===== src/rtl/wait_state_gen.sv =====
// -----------------------------------------------------------------------------
// wait_state_gen
//
// Produces MRDY, the E-high stretch request for the EX/QX clock generator.
// Each bus cycle is classified from the decoder chip selects. The selected
// region's 4-bit wait count comes from three write-only wait registers. An
// optional external-bus wait (EXT_nWAIT) can lengthen EXT/EXTIO cycles further,
// limited by TIMEOUT.
//
// Ports
//   CLKX4         in   4x E master clock
//   nRESET        in   asynchronous active-low reset
//   QX, EX        in   clock generator phase, sequence 00 -> 10 -> 11 -> 01
//   ADDR[15:0]    in   CPU logical address (register decode only)
//   RnW           in   CPU read/not-write
//   DATA[7:0]     in   CPU data bus, sampled on register writes
//   nCSROM0..UART in   active-low chip selects from the decoder
//   EXT_nWAIT     in   asynchronous external wait request, active low
//   MRDY          out  1: E may fall, 0: hold E high
//   TIMEOUT_FLAG  out  sticky, set when an external wait reached TIMEOUT
//
// Register map (write-only, written in the 01 phase with MRDY = 1):
//   WS_REG_BASE+0 : {ROM1, ROM0}
//   WS_REG_BASE+1 : {EXT,  RAM }
//   WS_REG_BASE+2 : {UART, EXTIO}
//   WS_REG_BASE+3 : any write clears TIMEOUT_FLAG
// -----------------------------------------------------------------------------
module wait_state_gen #(
    parameter logic [15:0] WS_REG_BASE = 16'hFE14,
    parameter logic [7:0]  RST_WS0     = 8'h00,
    parameter logic [7:0]  RST_WS1     = 8'h00,
    parameter logic [7:0]  RST_WS2     = 8'h11,
    parameter logic [7:0]  TIMEOUT     = 8'd255
) (
    input  logic        CLKX4,
    input  logic        nRESET,
    input  logic        QX,
    input  logic        EX,
    input  logic [15:0] ADDR,
    input  logic        RnW,
    input  logic [7:0]  DATA,
    input  logic        nCSROM0,
    input  logic        nCSROM1,
    input  logic        nCSRAM,
    input  logic        nCSEXT,
    input  logic        nCSEXTIO,
    input  logic        nCSUART,
    input  logic        EXT_nWAIT,
    output logic        MRDY,
    output logic        TIMEOUT_FLAG
);

    typedef enum logic [1:0] {
        PH_00 = 2'b00,
        PH_01 = 2'b01,
        PH_10 = 2'b10,
        PH_11 = 2'b11
    } phase_e;

    // Last tmo value before the limit; the flag is set on the edge that
    // moves tmo onto TIMEOUT.
    localparam logic [7:0] TMO_LAST = TIMEOUT - 8'd1;

    phase_e      phase;
    logic        ph_load;    // 11 edge: start of the stretchable window
    logic        ph_hold;    // 01 edge: generator samples MRDY here

    logic [7:0]  ws0_q, ws0_d;
    logic [7:0]  ws1_q, ws1_d;
    logic [7:0]  ws2_q, ws2_d;
    logic [7:0]  cnt_q, cnt_d;
    logic [7:0]  tmo_q, tmo_d;
    logic        ext_sel_q, ext_sel_d;
    logic        flag_q, flag_d;
    logic        sync1_q, xw_q;

    logic [3:0]  nibble;
    logic        ext_honour;
    logic [15:0] reg_off;
    logic        wr_commit;

    assign phase   = phase_e'({QX, EX});
    assign ph_load = (phase == PH_11);
    assign ph_hold = (phase == PH_01);

    // Region priority: UART, EXTIO, EXT, RAM, ROM1, ROM0; no select means 0.
    // NOTE: every always_comb output gets a default first so no path leaves
    // it unassigned, which would otherwise infer a latch.
    always_comb begin
        nibble = 4'h0;
        if (!nCSUART)       nibble = ws2_q[7:4];
        else if (!nCSEXTIO) nibble = ws2_q[3:0];
        else if (!nCSEXT)   nibble = ws1_q[7:4];
        else if (!nCSRAM)   nibble = ws1_q[3:0];
        else if (!nCSROM1)  nibble = ws0_q[7:4];
        else if (!nCSROM0)  nibble = ws0_q[3:0];
    end

    // The external-bus qualifier is captured at the 11 edge together with the
    // wait count, so MRDY is built from flops only and never from the buses.
    assign ext_honour = ext_sel_q & ~xw_q & (tmo_q < TIMEOUT);
    assign MRDY       = (cnt_q == 8'd0) & ~ext_honour;

    assign reg_off   = ADDR - WS_REG_BASE;
    assign wr_commit = ph_hold & MRDY & ~RnW;

    always_comb begin
        ws0_d     = ws0_q;
        ws1_d     = ws1_q;
        ws2_d     = ws2_q;
        cnt_d     = cnt_q;
        tmo_d     = tmo_q;
        ext_sel_d = ext_sel_q;
        flag_d    = flag_q;

        if (ph_load) begin
            cnt_d     = {4'h0, nibble};
            tmo_d     = 8'd0;
            ext_sel_d = ~nCSEXT | ~nCSEXTIO;
        end else if (ph_hold) begin
            if (cnt_q != 8'd0) cnt_d = cnt_q - 8'd1;
            if (ext_honour)    tmo_d = tmo_q + 8'd1;
        end

        if (wr_commit) begin
            case (reg_off)
                16'd0:   ws0_d  = DATA;
                16'd1:   ws1_d  = DATA;
                16'd2:   ws2_d  = DATA;
                16'd3:   flag_d = 1'b0;
                default: ;
            endcase
        end

        // Applied after the clear so a coincident set wins.
        if (ph_hold && ext_honour && (tmo_q == TMO_LAST)) flag_d = 1'b1;
    end

    // NOTE: state flops use non-blocking assignments so every flop samples
    // the pre-edge values regardless of process ordering.
    always_ff @(posedge CLKX4 or negedge nRESET) begin
        if (!nRESET) begin
            ws0_q     <= RST_WS0;
            ws1_q     <= RST_WS1;
            ws2_q     <= RST_WS2;
            cnt_q     <= 8'd0;
            tmo_q     <= 8'd0;
            ext_sel_q <= 1'b0;
            flag_q    <= 1'b0;
        end else begin
            ws0_q     <= ws0_d;
            ws1_q     <= ws1_d;
            ws2_q     <= ws2_d;
            cnt_q     <= cnt_d;
            tmo_q     <= tmo_d;
            ext_sel_q <= ext_sel_d;
            flag_q    <= flag_d;
        end
    end

    // Two-flop synchroniser for the asynchronous wait input. Both stages
    // reset to the idle (no-wait) level.
    always_ff @(posedge CLKX4 or negedge nRESET) begin
        if (!nRESET) begin
            sync1_q <= 1'b1;
            xw_q    <= 1'b1;
        end else begin
            sync1_q <= EXT_nWAIT;
            xw_q    <= sync1_q;
        end
    end

    assign TIMEOUT_FLAG = flag_q;

endmodule

===== config.mk =====
export PLATFORM = sky130hd
export DESIGN_NAME = wait_state_gen
export DESIGN_NICKNAME = d
export VERILOG_FILES = /design/src/rtl/wait_state_gen.sv
export SDC_FILE = /design/constraint.sdc
export NUM_CORES = 1
export LEC_CHECK = 0
export CORE_UTILIZATION = 55
export DETAILED_ROUTE_END_ITERATION = 8
export DONT_BUFFER_PORTS = 1
export PLACE_DENSITY = 0.7
export SETUP_SLACK_MARGIN = 0.5
export SLEW_MARGIN = 5
export SYNTH_ARGS = -nofsm -noshare
export SYNTH_HDL_FRONTEND = slang
export SYNTH_SLANG_ARGS = --single-unit
export TNS_END_PERCENT = 1

===== constraint.sdc =====
create_clock -name CLKX4 -period 3.5 [get_ports CLKX4]
set_input_delay 0.525 -clock CLKX4 [delete_from_list [all_inputs] [get_ports CLKX4]]
set_output_delay 0.525 -clock CLKX4 [all_outputs]
set_load 0.1 [all_outputs]

-- Yosys cells after proc, flatten, opt, wreduce, memory -nomap -nowiden
Index checks and enable logic that the tools add are counted.
- bits in registers: 44
- latch bits: 0
- bits in writable memories: 0
- memory bits (read-only): 0
- bits of input ports: 36
- word-level logic and storage cells: 61
- memories: 0
- $add $sub $neg: 3
- $mul: 0
- divide/modulo/power cells: 0
- order comparisons: 1
- equal/unequal tests: 6
- shift-type cells: 0
- mux-type cells: 15
- bitwise operators: 11
- reduce and logical (&&, ||, !) cells: 16
- operators with widths (cell ; number):
    8-bit two-way mux ; 6
    16-bit by 2-bit equality test with 1-bit output, second input constant ; 2
    4-bit two-way mux ; 6
    16-bit by 1-bit equality test with 1-bit output, second input constant ; 1
    16-bit zero test ; 1
    16-bit subtractor, second input constant ; 1
    2-bit AND reduction ; 6
    2-bit nonzero test ; 5
    8-bit by 1-bit adder with 8-bit output, second input constant ; 1
    8-bit equality test, second input constant ; 1
    8-bit zero test ; 1
    8-bit less-than comparator, second input constant ; 1
    8-bit nonzero test ; 1
    8-bit by 1-bit subtractor with 8-bit output, second input constant ; 1
    1-bit AND ; 5
    1-bit NOT ; 5
    1-bit two-way mux ; 3
    2-bit by 1-bit equality test with 1-bit output, second input constant ; 1
    2-bit equality test, second input constant ; 1
    1-bit logical AND ; 2
    1-bit bitwise OR ; 1

-- Depth between registers and ports, before layout
Gate-level depths: netlist of the first run.
- depth after elaboration: 9
- depth in mapped cells: 7
- gate-level depth less buffers: 7

-- Least setup slack after synthesis of the first run
No wires, ideal clock.
- path type: reg-to-output
- from: register cnt_q[3]
- to: output port MRDY
- arrival time: 2.716 ns
- data required time: 2.975 ns
- path slack: 0.259 ns
- stages on the path, launching flop included: 5
- buffers on the path: 1
- path through: dfrtp_1 > or4_1 > clkbuf_1 > or3_4 > nor2_1
- longest elaborated chain between the ends: 2
- RTL lines (element ; RTL line ; RTL):
    start: declaration ; 71 ; logic [7:0] cnt_q, cnt_d;
    start signal: assignment ; 154 ; cnt_q <= cnt_d;
    8-bit zero test ; 102 ; assign MRDY = (cnt_q == 8'd0) & ~ext_honour;
    1-bit AND ; 102 ;
    end: declaration ; 49 ; output logic MRDY,
No other way between the ends.

-- Worst setup path after layout of the first run
- from: register cnt_q[3]
- to: register ws1_q[2]
- longest elaborated chain between the ends: 5
- RTL lines (element ; RTL line ; RTL):
    8-bit zero test ; 102 ;
    1-bit AND ; 102 ;
    1-bit AND (2 in series) ; 105 ; assign wr_commit = ph_hold & MRDY & ~RnW;
    2-bit AND reduction (no source line) ; -- ;
    end signal: assignment ; 152 ; ws1_q <= ws1_d;
    end: declaration ; 69 ; logic [7:0] ws1_q, ws1_d;
No other way between the ends.
A chain may end at the register's enable or synchronous reset.

==> key figures, run 1 <==
Status
  • Outcome: finished, final reports clean

Worst setup path
  • Worst setup path start: cnt_q[3]
  • Nature of the critical path startpoint: register
  • Worst-path fanout max: 8
  • Reg-to-reg startpoint: cnt_q[3]
  • Arr. time, crit path: 3.03 ns
  • Critical Path RT: 3.68 ns
  • Crit. End Element: register
  • Reg2reg setup slack: 0.65 ns
  • Crit Path Class: register to register

Route
  • Post-detailed-route DRC marker count: 0
  • Post-route ant nets: 0
  • DR WL/cell: 18.29 um
  • Vias per inst: 6.341
  • Pre-antenna DRT Iters: 5
  • Initial DRC count: 74
  • DR vias: 1,731
  • Routed Wire Length: 4994 um

Floorplan
  • CORE AREA: 4000 um2
  • Die width: 66.68 um
  • Die height: 66.68 um
  • # rows: 23
  • Initial core utilization: 57.52%
  • Die area: 4446 um2
  • I/O pin count: 38

STA
  • Unrepaired setup endpoints after global routing: false
  • Final period util: 81.32%
  • Fin. max-slew vios: 0
  • Fmax achieved: 0.3514 GHz
  • Slew at the pin closest to its max-slew limit: 0.9036 ns
  • Final Setup Violations: 0
  • Final Hold Fails: 0
  • Slew headroom: 39.76%
  • Clock Skews: 0.009747 ns
  • Crit path time final: 2.846 ns
  • Setup TNS Final: 0 ns

Final layout
  • Fillers: 326
  • Nets: 261
  • Register area: 1106 um2
  • Post-layout util: 61.90%
  • # diodes: 0
  • Ratio of cells with drive above 1 in the final layout: 19.28%
  • Area Overhead vs Synth: 7.613%
  • Non-Filler Instances: 273
  • Area taken by multi-input logic gates: 1130 um2

CTS
  • CTS tree: done
  • Post-cts sizing count: 0
  • Clock latency on the worst-skew pair: 0.30 ns
  • Clock Tree Buf Depth: 2
  • Clk pin slew, worst setup/hold paths: 0.08 ns
  • H-tree depth: 2
  • Root Driver: clkbuf_8
  • CTS buffer count: 5
  • Clk sinks: 44

Synthesis
  • Synth top area share: 43.50%
  • Area of the mapped netlist: 2301 um2
  • Area leader, netlist: dfrtp_1
  • Post-Synth XOR/XNOR Area: 0.7613%
  • Synth Area in Compound Gates: 15.99%
  • Synthesis-stage register bit count: 44
  • Synth top area cells: dfrtp_1 (44%), mux2_2 (12%), o21ai_0 (4.8%)
  • Sequential-to-total area share from yosys stat: 48.07%
  • Post-synthesis adder-cell area fraction: 1.631%
  • Post-synthesis simple-gate area fraction: 17.56%
  • Syn_nets: 256
  • Largest family of logic cells by synthesized area: simple AND/OR/NAND/NOR gates
  • Post-synthesis mux area share: 13.05%
  • Distinct cells, synth: 47
  • Syn_area_per_cell: 10.60 um2
  • Mapped Cells: 217
  • Yosys warns: 0

Place
  • RePlAce Congestion: 0.8829
  • Dpl cells: 263
  • # port buffers: 0
  • DP HPWL: 3598 um

Pwr
  • Pleak: 1.051 nW
  • Switching share of power: 32.14%
  • Clock power share: 25.8%
  • Maximum VDD drop: 278.5 uV
  • Register share of total power: 50.6%
  • Int Pwr: 0.8050 mW
  • PwrDens: 479.1 nW/um2
  • Sw power: 0.3813 mW
  • Logic gate share of total power: 23.6%

Flow run
  • Max Cap Viol: 0

Global route
  • Overall Global Routing Usage: 25.66%
  • Antenna violations before repair: 0
  • Largest net degree at the start of global routing: 41
  • Vias in the first global route: 1,708
  • Remaining global-route overflow: 0
  • First-pass GRT wire length: 8204 um

Min path
  • HP Class: primary input to asynchronous set/reset pin
==> timing repair <==
item,4_1_cts,5_1_grt
endpoints found under the hold margin,40,0
setup buffers,0,1
setup endpoints to repair,0,8
hold buffers,1,0
==> flip-flops by register name, indices dropped and copies added, names as in the netlist <==
name          flops
TIMEOUT_FLAG      1
ws0_q             8
ws2_q             8
cnt_q             8
ws1_q             8
sync1_q           1
xw_q              1
tmo_q             8
ext_sel_q         1
==> logic make-up (layout without fill, tap and decap cells) <==
| family | count (synthesis) | count (layout) |
|---|---|---|
| xor+xnor | 2 | 2 |
| compound gates | 56 | 56 |
| mux | 27 | 27 |
| flops | 44 | 44 |
| fa+ha+maj | 3 | 3 |
| buf+inv | 18 | 24 |
| simple gates | 67 | 67 |
==> final timing paths <==
kind | to | cells after the start
max reg2reg | ws1_q[2] | 5
max | ws1_q[2] | 5
min in group CLKX4 | sync1_q | 0
max in group asynchronous | ws1_q[4] | 1
min | cnt_q[5] | 1
min reg2reg | xw_q | 0
==> worst max-delay path, cell delays in order, from the launching register on <==
cell and delay, ns:
dfrtp_1 0.45, or4_1 0.63, or3_4 0.44, nor4_4 0.38, nand3b_1 0.42, mux2_2 0.41
==> power groups by stage <==
stage               Clock [mW]  Combinational, mW  Sequential (mW)
floorplan                    0              0.233            0.597
global placement             0              0.253            0.606
detailed placement           0              0.267            0.609
CTS                      0.315              0.280            0.599
global route             0.335              0.311            0.608
finish                   0.307              0.280            0.600
==> layout by cell type (no fill, tap or decap), types with 3 or more instances in the layout <==
master / netlist / final
nand3b_1: 6 / 6
nor2b_1: 3 / 3
nor2_1: 13 / 12
o221ai_1: 3 / 3
a21oi_1: 5 / 5
ha_1: 3 / 3
nand2b_1: 6 / 6
nor3_1: 5 / 5
dfrtp_1: 40 / 40
nand2_1: 11 / 11
dfstp_2: 4 / 4
o31ai_1: 3 / 3
nand3_1: 6 / 6
inv_1: 13 / 13
clkbuf_8: 0 / 5
a31oi_1: 3 / 3
mux2_2: 24 / 24
mux2i_1: 3 / 3
nand4b_1: 3 / 3
o21ai_0: 22 / 22
==> cell type report <==
class | instances | share of cell area, %
Clock buffer | 7 | 3.082
Timing Repair Buffer | 3 | 1.920
Multi-Input combinational cell | 155 | 45.63
Clock inverter | 1 | 0.2021
Tap cell | 50 | 2.527
Sequential cell | 44 | 44.67
Inverter | 13 | 1.971
==> cells in the mapped netlist (all sizes together) <==
| cell type | instances |
|---|---|
| a41oi | 1 |
| nor3 | 5 |
| nand4 | 2 |
| dfstp | 4 |
| nand4b | 3 |
| nand2 | 11 |
| nor4bb | 1 |
| xor2 | 1 |
| a211oi | 2 |
| ha | 3 |
| and3 | 1 |
| nor3b | 2 |
| nand2b | 6 |
| o21ai | 22 |
| o221ai | 3 |
| o311ai | 2 |
| nor4 | 2 |
| o31ai | 3 |
| xnor2 | 1 |
| o2bb2ai | 2 |
| o41ai | 1 |
| or4b | 1 |
| inv | 13 |
| o22ai | 2 |
| mux2i | 3 |
| mux2 | 24 |
| o41a | 1 |
| nand3b | 6 |
| a31oi | 3 |
| a21o | 2 |
| or2 | 2 |
| a32o | 1 |
| nor2b | 3 |
| o211ai | 1 |
| or4 | 2 |
| clkbuf | 5 |
| a21oi | 5 |
| nand3 | 6 |
| nor2 | 13 |
| o21a | 1 |
| or3 | 1 |
| o21bai | 1 |
| dfrtp | 40 |
| a22o | 2 |
| o22a | 1 |
==> per-stage QoR <==
stage	instance area, um2	setup slack [ns]	hold WS [ns]	power, mW
2_1_floorplan	2303	0.7233	0.2294	0.8299
3_3_place_gp	2355	0.6582	0.2308	0.8583
3_5_place_dp	2355	0.5980	0.2307	0.8758
4_1_cts	2456	0.6168	0.05345	1.195
5_1_grt	2476	0.5117	0.04443	1.254
6_report	2476	0.6540	0.05213	1.186
==> per-layer routing <==
layer / GRT usage (%) / vias to the layer above / wire length, um
met1: 31.53 / 839 / 2086
met3: 8.048 / 8 / 360
li1: - / 820 / -
met2: 41.29 / 64 / 2469
met5: 0 / - / 0
met4: 10.90 / 0 / 77
Power figures use the tool's default switching activity.
==> run 2: changes to the inputs <==
--- a/config.mk
+++ b/config.mk
@@ -8,7 +8,7 @@
 export CORE_UTILIZATION = 55
 export DETAILED_ROUTE_END_ITERATION = 8
 export DONT_BUFFER_PORTS = 1
-export PLACE_DENSITY = 0.7
+export PLACE_DENSITY = 0.73
 export SETUP_SLACK_MARGIN = 0.5
 export SLEW_MARGIN = 5
 export SYNTH_ARGS = -nofsm -noshare
==> constraint.sdc (replaced) <==
create_clock -name CLKX4 -period 2.3 [get_ports CLKX4]
set_input_delay 0.345 -clock CLKX4 [delete_from_list [all_inputs] [get_ports CLKX4]]
set_output_delay 0.345 -clock CLKX4 [all_outputs]
set_load 0.1 [all_outputs]
==> key figures, run 2 (same netlist as run 1, synthesis figures left out) <==
Global route
  • Remaining global-route overflow: 0
  • Met3 usage: 5.479%
  • Met2 Usage GRT: 47.35%
  • Busiest grt layer: met2
  • Met1 Usage GRT: 32.66%
  • Antenna violations before repair: 0
  • Overall Global Routing Usage: 26.50%
  • Vias in the first global route: 1,815
  • First-pass GRT wire length: 8583 um
  • Largest net degree at the start of global routing: 45

CTS
  • Clock Tree Buf Depth: 2
  • CTS tree: done
  • Clock latency on the worst-skew pair: 0.29 ns
  • Post-CTS Setup Bufs: 0
  • Clk pin slew, worst setup/hold paths: 0.08 ns
  • H-tree depth: 2
  • Root Driver: clkbuf_8
  • CTS buffer count: 5
  • Clk sinks: 44

Route
  • Initial DRC count: 88
  • DR WL/cell: 18.36 um
  • Pre-antenna DRT Iters: 4
  • Post-route ant nets: 0
  • Routed Wire Length: 5323 um
  • Vias per inst: 6.217
  • DR vias: 1,803
  • Post-detailed-route DRC marker count: 0

Worst setup path
  • Reg2Reg Depth: 6
  • Nature of the critical path startpoint: register
  • Critical Path RT: 2.47 ns
  • Arr. time, crit path: 2.61 ns
  • Crit Path Class: register to register
  • Worst-path fanout max: 8
  • Crit. End Element: register

Final layout
  • Fillers: 303
  • Commonest non-fill, non-tap cell in the layout: dfrtp_1
  • Post-layout util: 67.78%
  • Commonest cells after routing, fill and taps aside: dfrtp_1 (40), o21ai_0 (21), mux2_2 (16)
  • Non-Filler Instances: 290
  • Ratio of cells with drive above 1 in the final layout: 26.67%
  • Nets: 278
  • Area Overhead vs Synth: 17.84%
  • # diodes: 0

Floorplan
  • # rows: 23
  • Die height: 66.68 um
  • Initial core utilization: 57.52%
  • Die area: 4446 um2
  • I/O pin count: 38
  • Die width: 66.68 um
  • CORE AREA: 4000 um2

STA
  • Final Setup Violations: 25
  • Clock Skews: 0.007908 ns
  • Final Hold Fails: 0
  • Unrepaired setup endpoints after global routing: true
  • Slew at the pin closest to its max-slew limit: 0.4183 ns
  • Final worst setup slack: -0.1396 ns
  • Slew headroom: 71.90%
  • Crit path time final: 2.440 ns
  • Setup TNS Final: -2.320 ns
  • Final period util: 106.1%
  • Fin. max-slew vios: 0
  • Fmax achieved: 0.4099 GHz

Status
  • Failing checks: negative setup slack
  • Outcome: finished with violations

Pwr
  • Maximum VDD drop: 458.3 uV
  • Register share of total power: 42.6%
  • Pleak: 1.166 nW
  • Power, Total: 2.103 mW
  • Clock power share: 27.2%
  • Logic gate share of total power: 30.2%
  • Switching share of power: 30.36%
  • PwrDens: 775.7 nW/um2
  • Int Pwr: 1.465 mW
  • Sw power: 0.6385 mW

Place
  • RePlAce Congestion: 0.8942
  • # port buffers: 0
  • Dpl cells: 280
  • DP HPWL: 3761 um

Min path
  • Worst hold path depth: 0
  • HP Class: primary input to register

Flow run
  • Max Cap Viol: 0
==> run 2: changes by cell type in the layout (fill, tap and decap cells not counted), moves of 2 or more <==
cell    before  now
mux2_4       0    8
mux2_2      24   16
buf_6        0    2
buf_4        1   14
==> run 2: final timing paths <==
check / startpoint / endpoint / slack, ns
hold reg to reg: sync1_q / xw_q / 0.36
setup / recovery: cnt_q[5] / ws0_q[3] / -0.14
min in group asynchronous: nRESET / cnt_q[6] / 0.51
max in group asynchronous: nRESET / ws2_q[0] / 1.52
setup reg to reg: cnt_q[5] / ws0_q[3] / -0.14
hold / removal: EXT_nWAIT / sync1_q / 0.05
==> run 2: cell type report <==
class / instances / area (um2) / area share [%]
tap: 50 / 62.56 / 2.307
multi-input combinational: 155 / 1189 / 43.84
clock buffer: 6 / 72.57 / 2.677
timing repair buffer: 20 / 197.7 / 7.291
sequential: 44 / 1106 / 40.79
inverter: 13 / 48.80 / 1.800
clock inverter: 2 / 35.03 / 1.292
==> run 2: critical path, cell delays in order (launching register included) <==
cell	delay, ns
dfrtp_1	0.38
or4_4	0.54
or3_4	0.37
nor4_4	0.29
nor3b_4	0.27
buf_12	0.17
mux2_4	0.31
==> run 2: power groups by stage <==
stage | sequential [mW] | clock (mW) | combinational (mW)
after CTS | 0.895 | 0.581 | 0.628
final | 0.896 | 0.572 | 0.636
after floorplan | 0.908 | 0 | 0.364
after global routing | 0.906 | 0.616 | 0.691
after global placement | 0.898 | 0 | 0.540
after detailed placement | 0.904 | 0 | 0.560
==> run 2: repair_timing <==
item | 4_1_cts | 5_1_grt
endpoints found under the setup margin | 30 | 32
gates resized for setup | 13 | 3
endpoints found under the hold margin | 44 | 0
cloned | 0 | 0
pin swaps | 4 | 4
hold buffers | 2 | 0
==> run 2: per-layer routing <==
metal  share of wire (%)  vias up
met5                   0        -
met4                0.66        0
met3                 5.7        4
met2                  52       60
met1                  42      894
li1                    -      845
==> run 2: metrics by stage <==
stage / hold slack (ns) / cell area [um2] / worst slack, ns
after floorplan: 0.04941 / 2310 / -0.2948
after global placement: 0.05062 / 2512 / -0.2610
after detailed placement: 0.05045 / 2512 / -0.3100
after CTS: 0.03744 / 2705 / -0.2014
after global routing: 0.02703 / 2711 / -0.2360
final: 0.04555 / 2711 / -0.1396
==> run 3: changes to the inputs <==
--- a/config.mk
+++ b/config.mk
@@ -5,10 +5,11 @@
 export SDC_FILE = /design/constraint.sdc
 export NUM_CORES = 1
 export LEC_CHECK = 0
-export CORE_UTILIZATION = 55
+export CORE_MARGIN = 8
+export CORE_UTILIZATION = 40
 export DETAILED_ROUTE_END_ITERATION = 8
 export DONT_BUFFER_PORTS = 1
-export PLACE_DENSITY = 0.73
+export HOLD_SLACK_MARGIN = 0.12
 export SETUP_SLACK_MARGIN = 0.5
 export SLEW_MARGIN = 5
 export SYNTH_ARGS = -nofsm -noshare
==> key figures, run 3 (same netlist as run 1, synthesis figures left out) <==
Status
  • Outcome: finished with violations
  • Failing checks: negative setup slack

Route
  • Initial DRC count: 86
  • DR vias: 1,807
  • DR WL/cell: 16.49 um
  • DRT met1 WL: 2307 um
  • WL met3: 394 um
  • Pre-antenna DRT Iters: 4
  • Post-detailed-route DRC marker count: 0
  • Uppermost layer routed: met4
  • Routed length on met2: 2442 um
  • Routed Wire Length: 5228 um
  • Post-route ant nets: 0
  • Vias per inst: 5.700

Floorplan
  • Die height: 91.85 um
  • I/O pin count: 38
  • # rows: 27
  • Die area: 8436 um2
  • Die width: 91.85 um
  • Initial core utilization: 41.53%
  • CORE AREA: 5540 um2

Worst setup path
  • Critical Path RT: 2.48 ns
  • Crit Path Class: register to register
  • Crit. End Element: register
  • Arr. time, crit path: 2.59 ns
  • Critical R2R Capture: ws0_q[4]
  • Nature of the critical path startpoint: register
  • Worst-path fanout max: 8
  • Reg2Reg Depth: 6
  • Reg2reg setup slack: -0.12 ns
  • Reg-to-reg startpoint: cnt_q[6]
  • Worst setup path start: cnt_q[6]

CTS
  • CTS tree: done
  • Clock latency on the worst-skew pair: 0.29 ns
  • H-tree depth: 2
  • CTS buffer count: 5
  • Clk sinks: 44
  • Clk pin slew, worst setup/hold paths: 0.08 ns
  • Root Driver: clkbuf_8
  • Clock Tree Buf Depth: 2

Final layout
  • # diodes: 0
  • Post-layout util: 50.52%
  • Commonest non-fill, non-tap cell in the layout: dfrtp_1
  • Commonest cells after routing, fill and taps aside: dfrtp_1 (40), o21ai_0 (20), mux2_2 (16), buf_4 (16), inv_1 (13)
  • Ratio of cells with drive above 1 in the final layout: 28.16%
  • Fillers: 525
  • Nets: 283
  • Area Overhead vs Synth: 21.64%

Pwr
  • PwrDens: 755.4 nW/um2
  • Pleak: 1.192 nW
  • Maximum VDD drop: 414.6 uV

Min path
  • HP Start: QX
  • Worst hold path depth: 1
  • Hold endpoint: cnt_q[5]
  • HP Class: primary input to register

Place
  • DP HPWL: 3785 um
  • RePlAce Congestion: 0.7718
  • # port buffers: 0
  • Place WS: -0.2969 ns

Global route
  • Antenna violations before repair: 0
  • First-pass GRT wire length: 9197 um
  • Remaining global-route overflow: 0
  • Overall Global Routing Usage: 13.42%
  • Largest net degree at the start of global routing: 45
  • Vias in the first global route: 1,813

STA
  • Final Setup Violations: 25
  • Unrepaired setup endpoints after global routing: true
  • Crit path time final: 2.419 ns
  • Final period util: 105.2%
  • Fin. max-slew vios: 0
  • Slew at the pin closest to its max-slew limit: 0.4145 ns
  • Slew headroom: 72.15%
  • Final worst setup slack: -0.1191 ns
  • Clock Skews: 0.005541 ns
  • Final Hold Fails: 0
  • Fmax achieved: 0.4134 GHz

Flow run
  • Max Cap Viol: 0
## run 3: changes by cell type in the layout (fill, tap and decap cells not counted)
cell / change
buf_16: +1
o21ai_2: +1
ha_2: +1
buf_4: +2
dlygate4sd3_1: +2
ha_1: -1
o21ai_0: -1
buf_12: -1
buf_6: +1
## run 3: area by class of cell
cell class	instances	area [um2]	area share [%]
repair buffers	25	251.5	8.985
well taps	72	90.09	3.219
inverters	13	48.80	1.743
clock inverters	2	35.03	1.252
flip-flops and latches	44	1106	39.52
multi-input cells	155	1195	42.69
clock buffers	6	72.57	2.593
## run 3: metal layers
layer  GRT usage (%)  up-vias
li1                -      854
met1           15.97      903
met2           21.63       43
met3           5.216        7
met4           4.564        0
met5               0        -
## run 3: power by group
part	internal [mW]	switching (mW)
combinational	0.316	0.333
sequential	0.841	0.0513
clock	0.322	0.252
total	1.48	0.636
## run 3: how the worst max path moves through the flow
| stage | cells after the start | endpoint |
|---|---|---|
| after detailed placement | 6 | ws0_q[4] |
| after floorplan | 6 | ws0_q[0] |
| after CTS | 6 | ws0_q[5] |
| after global routing | 7 | ws2_q[3] |
| final | 6 | ws0_q[4] |
| after global placement | 6 | ws0_q[4] |
## run 3: timing repair
action | CTS | global route
setup buffers | 2 | 0
setup endpoints to repair | 30 | 34
hold buffers | 3 | 1
pin swaps | 5 | 4
hold endpoints to repair | 45 | 1
gates resized for setup | 13 | 7
## run 3: critical path: stages (launching register included)
cell and delay (ns):
dfrtp_1 0.38, or4_4 0.54, or3_4 0.36, nor4_4 0.28, nor3b_4 0.27, buf_12 0.17
mux2_4 0.30
## run 3: through the flow
step / instance area, um2 / hold slack [ns] / std cells / power (mW) / TNS (ns)
floorplan: 2310 / 0.04941 / 217 / 1.273 / -4.707
global placement: 2547 / 0.05082 / 303 / 1.440 / -5.788
detailed placement: 2547 / 0.05081 / 303 / 1.449 / -6.174
CTS: 2773 / 0.1252 / 316 / 2.122 / -3.132
global route: 2799 / 0.1249 / 317 / 2.245 / -3.951
finish: 2799 / 0.1409 / 317 / 2.114 / -2.059
